### src/rtl/aes_msg_loader_if.sv
`default_nettype none
// +----------------------------------------------------------------------------+
// | aes_msg_loader_if : word-stream input and held-block output of the loader  |
// | Rev 1.0                                                                     |
// +----------------------------------------------------------------------------+
interface aes_msg_loader_if #(
  parameter int WORD_W  = 32,
  parameter int N_WORDS = 8,
  parameter int CNT_W   = 4
);
  logic                      clear_i;
  logic [WORD_W-1:0]         data_i;
  logic                      valid_i;
  logic                      last_i;
  logic                      ready_o;
  logic                      consume_i;
  logic [WORD_W*N_WORDS-1:0] m_o;
  logic                      mvalid_o;
  logic [CNT_W-1:0]          len_o;
  logic                      short_o;

  modport slave (
    input  clear_i, data_i, valid_i, last_i, consume_i,
    output ready_o, m_o, mvalid_o, len_o, short_o
  );

  modport master (
    output clear_i, data_i, valid_i, last_i, consume_i,
    input  ready_o, m_o, mvalid_o, len_o, short_o
  );
endinterface
`default_nettype wire

### src/rtl/aes_msg_loader.sv
`default_nettype none
// +----------------------------------------------------------------------------+
// | aes_msg_loader : packs a word stream into a zero-padded 256-bit operand    |
// | Rev 1.0                                                                     |
// +----------------------------------------------------------------------------+
module aes_msg_loader #(
  parameter int WORD_W  = 32,
  parameter int N_WORDS = 8,
  parameter int CNT_W   = 4
) (
  input  logic            clk_i,
  input  logic            rst_ni,
  aes_msg_loader_if.slave bus
);

  localparam int TOTAL_W = WORD_W * N_WORDS;
  localparam logic [CNT_W-1:0] LAST_IDX = CNT_W'(N_WORDS - 1);

  typedef enum logic [0:0] {
    S_FILL = 1'b0,
    S_FULL = 1'b1
  } state_e;

  state_e             state_q, state_d;
  logic [CNT_W-1:0]   idx_q, idx_d;
  logic [TOTAL_W-1:0] m_q, m_d;
  logic [CNT_W-1:0]   len_q, len_d;
  logic               short_q, short_d;

  always_comb begin
    state_d = state_q;
    idx_d   = idx_q;
    m_d     = m_q;
    len_d   = len_q;
    short_d = short_q;

    // Abort outranks everything, including a word handshake in the same cycle.
    if (bus.clear_i) begin
      state_d = S_FILL;
      idx_d   = '0;
      m_d     = '0;
      len_d   = '0;
      short_d = 1'b0;
    end else begin
      case (state_q)
        S_FILL: begin
          if (bus.valid_i) begin
            for (int k = 0; k < N_WORDS; k++) begin
              if (idx_q == CNT_W'(k)) begin
                m_d[TOTAL_W-1-k*WORD_W -: WORD_W] = bus.data_i;
              end
            end
            idx_d = idx_q + CNT_W'(1);
            if ((idx_q == LAST_IDX) || bus.last_i) begin
              state_d = S_FULL;
              len_d   = idx_q + CNT_W'(1);
              short_d = bus.last_i && (idx_q < LAST_IDX);
            end
          end
        end
        S_FULL: begin
          // Buffer is wiped on the way back so unwritten slots read as zero.
          if (bus.consume_i) begin
            state_d = S_FILL;
            idx_d   = '0;
            m_d     = '0;
            len_d   = '0;
            short_d = 1'b0;
          end
        end
        default: begin
          state_d = S_FILL;
          idx_d   = '0;
          m_d     = '0;
          len_d   = '0;
          short_d = 1'b0;
        end
      endcase
    end
  end

  always_ff @(posedge clk_i or negedge rst_ni) begin
    if (!rst_ni) begin
      state_q <= S_FILL;
      idx_q   <= '0;
      m_q     <= '0;
      len_q   <= '0;
      short_q <= 1'b0;
    end else begin
      state_q <= state_d;
      idx_q   <= idx_d;
      m_q     <= m_d;
      len_q   <= len_d;
      short_q <= short_d;
    end
  end

  assign bus.ready_o  = (state_q == S_FILL);
  assign bus.mvalid_o = (state_q == S_FULL);
  assign bus.m_o      = m_q;
  assign bus.len_o    = len_q;
  assign bus.short_o  = short_q;

endmodule
`default_nettype wire

### src/flat_wrapper.sv
// flat-port wrapper written by rule: the top's interface ports become plain ports
module aes_msg_loader_flat 
#(
  parameter int WORD_W  = 32,
  parameter int N_WORDS = 8,
  parameter int CNT_W   = 4
)
  (clk_i, rst_ni, bus_clear_i, bus_data_i, bus_valid_i, bus_last_i, bus_consume_i, bus_ready_o, bus_m_o, bus_mvalid_o, bus_len_o, bus_short_o);
  aes_msg_loader_if #(.WORD_W(WORD_W), .N_WORDS(N_WORDS), .CNT_W(CNT_W)) bus_i ();
  input  logic clk_i;
  input  logic rst_ni;
  input wire logic [$bits(bus_i.clear_i)-1:0] bus_clear_i;
  input wire logic [$bits(bus_i.data_i)-1:0] bus_data_i;
  input wire logic [$bits(bus_i.valid_i)-1:0] bus_valid_i;
  input wire logic [$bits(bus_i.last_i)-1:0] bus_last_i;
  input wire logic [$bits(bus_i.consume_i)-1:0] bus_consume_i;
  output wire logic [$bits(bus_i.ready_o)-1:0] bus_ready_o;
  output wire logic [$bits(bus_i.m_o)-1:0] bus_m_o;
  output wire logic [$bits(bus_i.mvalid_o)-1:0] bus_mvalid_o;
  output wire logic [$bits(bus_i.len_o)-1:0] bus_len_o;
  output wire logic [$bits(bus_i.short_o)-1:0] bus_short_o;
  assign bus_i.clear_i = bus_clear_i;
  assign bus_i.data_i = bus_data_i;
  assign bus_i.valid_i = bus_valid_i;
  assign bus_i.last_i = bus_last_i;
  assign bus_i.consume_i = bus_consume_i;
  assign bus_ready_o = bus_i.ready_o;
  assign bus_m_o = bus_i.m_o;
  assign bus_mvalid_o = bus_i.mvalid_o;
  assign bus_len_o = bus_i.len_o;
  assign bus_short_o = bus_i.short_o;
  aes_msg_loader #(.WORD_W(WORD_W), .N_WORDS(N_WORDS), .CNT_W(CNT_W)) u_core (.clk_i(clk_i), .rst_ni(rst_ni), .bus(bus_i));
endmodule
### config.mk
export PLATFORM = sky130hd
export DESIGN_NAME = aes_msg_loader_flat
export DESIGN_NICKNAME = d
export VERILOG_FILES = /design/src/rtl/aes_msg_loader_if.sv /design/src/rtl/aes_msg_loader.sv /design/src/flat_wrapper.sv
export SDC_FILE = /design/constraint.sdc
export NUM_CORES = 1
export LEC_CHECK = 0
export ABC_CLOCK_PERIOD_IN_PS = 5750
export CAP_MARGIN = 0
export CORE_MARGIN = 2
export CORE_UTILIZATION = 45
export CTS_BUF_LIST = sky130_fd_sc_hd__clkbuf_8
export CTS_CLUSTER_DIAMETER = 60
export DETAILED_ROUTE_END_ITERATION = 7
export PLACE_DENSITY = 0.81
export SLEW_MARGIN = 20
export SYNTH_ARGS = -nofsm -noshare
export SYNTH_HDL_FRONTEND = slang
export SYNTH_SLANG_ARGS = --single-unit
### constraint.sdc
create_clock -name clk_i -period 5.75 [get_ports clk_i]
set_input_delay 1.15 -clock clk_i [delete_from_list [all_inputs] [get_ports clk_i]]
set_output_delay 1.15 -clock clk_i [all_outputs]
set_load 0.01 [all_outputs]
==> out/metrics.yaml, run 1 <==
status: "complete, no violations"
vias: 6681
grt_pass1_wl_mm: 44.8
grt_max_degree: 142
synth-compound-area-share: 0.0231
multi_input_area_mm2: 0.00445
drt_iter0_drc: 327
grt_antenna_before_repair: 0
drt-total-wl_mm: 29.3
post_cts_buffers: 0
worstPathArrival_ps: 3950
synth.net_count: 719
seqPwrFrac: 0.421
hpwl_mm: 19.2
vias_per_cell: 5.01
rsz0062_at_grt: "no"
cp-start-kind: "input pin"
timing.fmax_ghz: 0.283
clock-sinks: 266
p_sw_mw: 1.48
tns_ps: 0
die_w_um: 164
syn-mean-instance-area_um2: 17.1
die_area_mm2: 0.0270
place_area_mm2: 0.0147
slew_headroom: 0.343
syn_area_mm2: 0.0116
core-area_mm2: 0.0252
drtPass1Iterations: 4
required_ps: 6170
finalNetCount: 1014
cts_tree: "built"
drc: 0
dieHeight_um: 164
cts_root_buffer: "clkbuf_8"
instances_no_fill: 1334
synth-edff-count: 0
areaGrowthSynthToFinish_pct: 35.1
synthMuxAreaShare: 0.327
maxUsedRoutingLayer: "met4"
cts_max_level: 2
period_share: 0.614
cts_resized: 0
seq_area_frac_synth: 0.575
grt_usage: 0.219
setup.worst_path.class: "in -> reg"
clkPwrFrac: 0.321
p_per_area_mw_per_mm2: 347
synth_adder_area_share: 0.00433
portBuffers: 300
p_leak_nw: 7.42
period_needed_ps: 3530
wl_met3_mm: 2.12
p_int_mw: 3.95
design_area_mm2: 0.0156
drive_gt1_frac: 0.359
seq_area_mm2: 0.00666
antenna_left: 0
clock-skew-final_ps: 20.5
synthArstFlopShare: 1.00
syn-instance-count: 677
cts_buffers: 45
hold_buffers: 0
synth_area_leader_cell: "dfrtp_1"
synth_top_family_by_area: "multiplexers"
cts_buffer_depth: 3
yosys.area_share.simple: 0.0290
share_comb_of_total_power: 0.258
clkSlewWorstSetupHoldPaths_ps: 60
yosysWarnings: 0
grt_pass1_vias: 7345
num_rows: 58
synth_ff_type: "dfrtp_1"
start_util: 0.460
peakVddDrop_v: 0.000197
dp.cells: 1254
r2r_cells: 6
ys_types: 36
synth.most_common_cell: "dfrtp_1"
clkLatencyLatePin_ps: 560
drv_slew: 0
switching_share: 0.272
wl_met2_mm: 13.8
cp-end-kind: "flop"
final.fill_count: 1806
wl_met1_mm: 12.4
critPathMaxFanout: 18
synth_area_leaders: "dfrtp_1 (58%), mux2_4 (27%), mux2_2 (5.0%), buf_6 (2.2%), and2_1 (1.8%)"
tightest_slew_ps: 985
ioPinCount: 301
cap_violations: 0
synth-xor-area-share: 0.000757
setup_viol: 0
grt-ovfl-total: 0
place_congestion: 0.764
total_power_mw: 5.42
min_path_type: "in -> async"
synth_top_area_share: 0.575
synth-seq-cells: 266
hold_viol: 0
diodes: 0
synth_commonest_cells: "dfrtp_1 (266), mux2_4 (211), mux2_2 (51)"
wl_per_cell_um: 21.9
==> worst paths after layout <==
| path | start | end | slack (ps) |
|---|---|---|---|
| max reg2reg | u_core.idx_q[0] | u_core.bus.m_o[247] | 2890 |
| max in group asynchronous | rst_ni | u_core.bus.m_o[77] | 3890 |
| max | bus_clear_i | u_core.bus.m_o[117] | 2220 |
| min | rst_ni | u_core.bus.m_o[69] | 490 |
| min reg2reg | u_core.bus.len_o[1] | u_core.bus.len_o[1] | 500 |
| min in group clk_i | u_core.bus.len_o[1] | u_core.bus.len_o[1] | 500 |
==> metrics by stage <==
step                      hold slack [ps]  setup WS, ps  utilization
after floorplan                       550          3150            -
final                                 491          2220        0.621
after detailed placement              492          1610        0.583
after global routing                  473          2080        0.621
after CTS                             507          2190        0.620
after global placement                489          1710        0.583
==> sequential cells by signal, indices dropped and copies added (netlist names) <==
register,count
u_core.bus.mvalid_o,1
u_core.bus.len_o,4
u_core.idx_q,4
u_core.bus.m_o,256
u_core.bus.short_o,1
==> power by group through the flow <==
stage	Clock, mW	Sequential, mW	Combinational, mW
4_1_cts	1.78	2.28	1.41
5_1_grt	1.88	2.31	1.48
3_3_place_gp	0	2.30	1.39
2_1_floorplan	0	2.40	0.597
3_5_place_dp	0	2.31	1.41
6_report	1.74	2.29	1.40
==> routing by layer <==
metal  track usage  vias to the layer above
met3        0.0646                       64
met5             0                        -
met2         0.347                      251
li1              -                     2930
met4        0.0837                        0
met1         0.285                     3436
==> kinds of logic (layout without fill, tap and decap cells) <==
kind of cell	Yosys count	after routing
mux	265	265
fa+ha+maj	4	4
xor+xnor	1	1
simple gates	52	52
buf+inv	72	399
compound gates	17	17
flops	266	266
==> layout by cell type, fill, tap and decap left out, types with 2 or more instances in the layout <==
master           count
clkinv_2             5
or3b_2               4
a22oi_4              7
buf_12               2
dfrtp_1            266
buf_4               11
nand3b_1             3
mux2i_1              2
bufinv_16            2
mux2_2              51
and2_1              33
clkbuf_8            57
inv_1               19
nor2_1               3
ha_1                 4
a32o_1               2
mux2_4             211
clkdlybuf4s50_1    299
==> worst max-delay path, cell delays in order <==
cell and delay (ps):
clkdlybuf4s50_1 710, inv_1 430, a22oi_4 870, buf_4 440, mux2_4 330
==> layout make-up <==
cell class	count	share of cell area
Sequential cell	266	0.426
Timing Repair Buffer	314	0.202
Inverter	6	0.00144
Tap cell	330	0.0264
Multi-Input combinational cell	339	0.284
Clock inverter	22	0.00984
Clock buffer	57	0.0502
Note: power is estimated with default switching activity, not from simulation.
==> inputs of run 2 (changes only) <==
--- a/config.mk
+++ b/config.mk
@@ -5,7 +5,7 @@
 export SDC_FILE = /design/constraint.sdc
 export NUM_CORES = 1
 export LEC_CHECK = 0
-export ABC_CLOCK_PERIOD_IN_PS = 5750
+export ABC_CLOCK_PERIOD_IN_PS = 3400
 export CAP_MARGIN = 0
 export CORE_MARGIN = 2
 export CORE_UTILIZATION = 45
==> constraint.sdc (replaced) <==
create_clock -name clk_i -period 3.4 [get_ports clk_i]
set_input_delay 0.68 -clock clk_i [delete_from_list [all_inputs] [get_ports clk_i]]
set_output_delay 0.68 -clock clk_i [all_outputs]
set_load 0.01 [all_outputs]
==> run 2 against run 1 <==
Effect of this change:
- via count is the same
- register-to-register slack lost 1800 ps
- non-clock buffer count grew 9
- first-iteration DRC count grew 6.1%
- die area is the same
- critical path depth shrank 3
- cell area grew 0.62%
==> out/metrics.yaml, run 2 (same netlist as run 1, synthesis figures left out) <==
status: "complete, no violations"
cap_violations: 0  # unchanged
slew_headroom: 0.525  # +0.182
tns_ps: 0  # unchanged
required_ps: 2720  # -3450 ps
die_area_mm2: 0.0270  # unchanged
drive_gt1_frac: 0.366  # +0.00714
period_share: 0.714
place_congestion: 0.793  # +3.8%
die_w_um: 164  # unchanged
wl_per_cell_um: 21.5  # -2.0%
grt_usage: 0.216  # -0.00372
timing.fmax_ghz: 0.412
grt_max_degree: 84  # -41%
cts_resized: 0  # unchanged
drt-total-wl_mm: 28.8  # -1.6%
p_leak_nw: 7.46  # +0.53%
clkSlewWorstSetupHoldPaths_ps: 60  # about the same
setup_viol: 0  # unchanged
worst_slack_ps: 974  # -1240 ps
cts_buffer_depth: 3  # unchanged
clock-skew-final_ps: 16.8  # -3.65 ps
portBuffers: 300  # unchanged
ioPinCount: 301  # unchanged
rsz0062_at_grt: "no"
finalNetCount: 1022  # +0.79%
cts_root_buffer: "clkbuf_8"
final_common_cell: "clkdlybuf4s50_1"
drc: 0  # unchanged
num_rows: 58  # unchanged
drtPass1Iterations: 4  # unchanged
grt-ovfl-total: 0  # unchanged
layout_common_cells: "clkdlybuf4s50_1 (299), dfrtp_1 (266), mux2_4 (211), clkbuf_8 (59), mux2_2 (51)"
vias: 6681  # unchanged
grt_pass1_vias: 7367  # +0.30%
critPathMaxFanout: 8  # -10
setup.worst_path.class: "reg -> out"
dpl_worst_slack_ps: 562  # -1040 ps
peakVddDrop_v: 0.000413  # +110%
drv_slew: 0  # unchanged
cts_tree: "built"
grt_antenna_before_repair: 1  # +1
tightest_slew_ps: 698  # -287 ps
largest_reg_flops: 256  # unchanged
worstPathArrival_ps: 1750  # -2200 ps
p_per_area_mw_per_mm2: 592  # +71%
cp-end-kind: "output port"
start_util: 0.460  # unchanged
antenna_left: 0  # unchanged
hold_buffers: 0  # unchanged
drt_iter0_drc: 347  # +6.1%
vias_per_cell: 4.99  # -0.45%
areaGrowthSynthToFinish_pct: 36.0
clkLatencyLatePin_ps: 530  # -30 ps
grt_pass1_wl_mm: 44.4  # -0.88%
cts_max_level: 2  # unchanged
period_needed_ps: 2430
clock-sinks: 266  # unchanged
min_path_type: "in -> async"
cts_buffers: 44  # -2.2%
hold_viol: 0  # unchanged
cp-start-kind: "flop"
post_cts_buffers: 0  # unchanged
hpwl_mm: 19.4  # +0.81%
core-area_mm2: 0.0252  # unchanged
dieHeight_um: 164  # unchanged
ff2ff_setup_slack_ps: 1080  # -1810 ps
[run 2: cell type report]
cell class | count | area, um^2
sequential | 266 | 6660
clock buffer | 59 | 812
timing repair buffer | 323 | 3210
fill | 1830 | 9450
multi-input combinational | 339 | 4450
tap | 330 | 413
inverter | 6 | 22.5
clock inverter | 16 | 173
antenna | 1 | 2.50
[run 2: metrics by stage]
| stage | utilization | hold slack (ps) | area [um^2] | instances | power [mW] |
|---|---|---|---|---|---|
| 2_1_floorplan | - | 384 | 11600 | 677 | 5.07 |
| 3_3_place_gp | 0.586 | 488 | 14700 | 1264 | 6.24 |
| 3_5_place_dp | 0.586 | 492 | 14700 | 1264 | 6.28 |
| 4_1_cts | 0.625 | 156 | 15700 | 1339 | 9.42 |
| 5_1_grt | 0.625 | 195 | 15700 | 1340 | 9.73 |
| 6_report | 0.625 | 168 | 15700 | 1340 | 9.32 |
[run 2: worst max-delay path, cell delays in order (launching register included)]
cell	delay (ps)
dfrtp_1	520
inv_1	160
clkdlybuf4s50_1	550
[run 2: power by group]
group	switching [mW]	internal [mW]	total, mW
clock	1.25	1.85	3.09
sequential	0.272	3.59	3.86
combinational	0.939	1.42	2.36
[run 2: worst paths after layout]
check | startpoint | to | cells past startpoint
setup / recovery | u_core.bus.mvalid_o | bus_ready_o | 2
hold / removal | rst_ni | u_core.bus.m_o[226] | 1
setup reg to reg | u_core.idx_q[1] | u_core.bus.m_o[9] | 5
hold reg to reg | u_core.bus.m_o[128] | u_core.bus.m_o[128] | 1
max in group asynchronous | rst_ni | u_core.bus.m_o[243] | 2
min in group clk_i | u_core.bus.m_o[128] | u_core.bus.m_o[128] | 1
[run 2: per-layer routing]
metal	track usage	share of wire	vias up
li1	-	-	2945
met1	0.286	0.42	3425
met2	0.343	0.47	257
met3	0.0629	0.078	54
met4	0.0666	0.026	0
met5	0	0	-
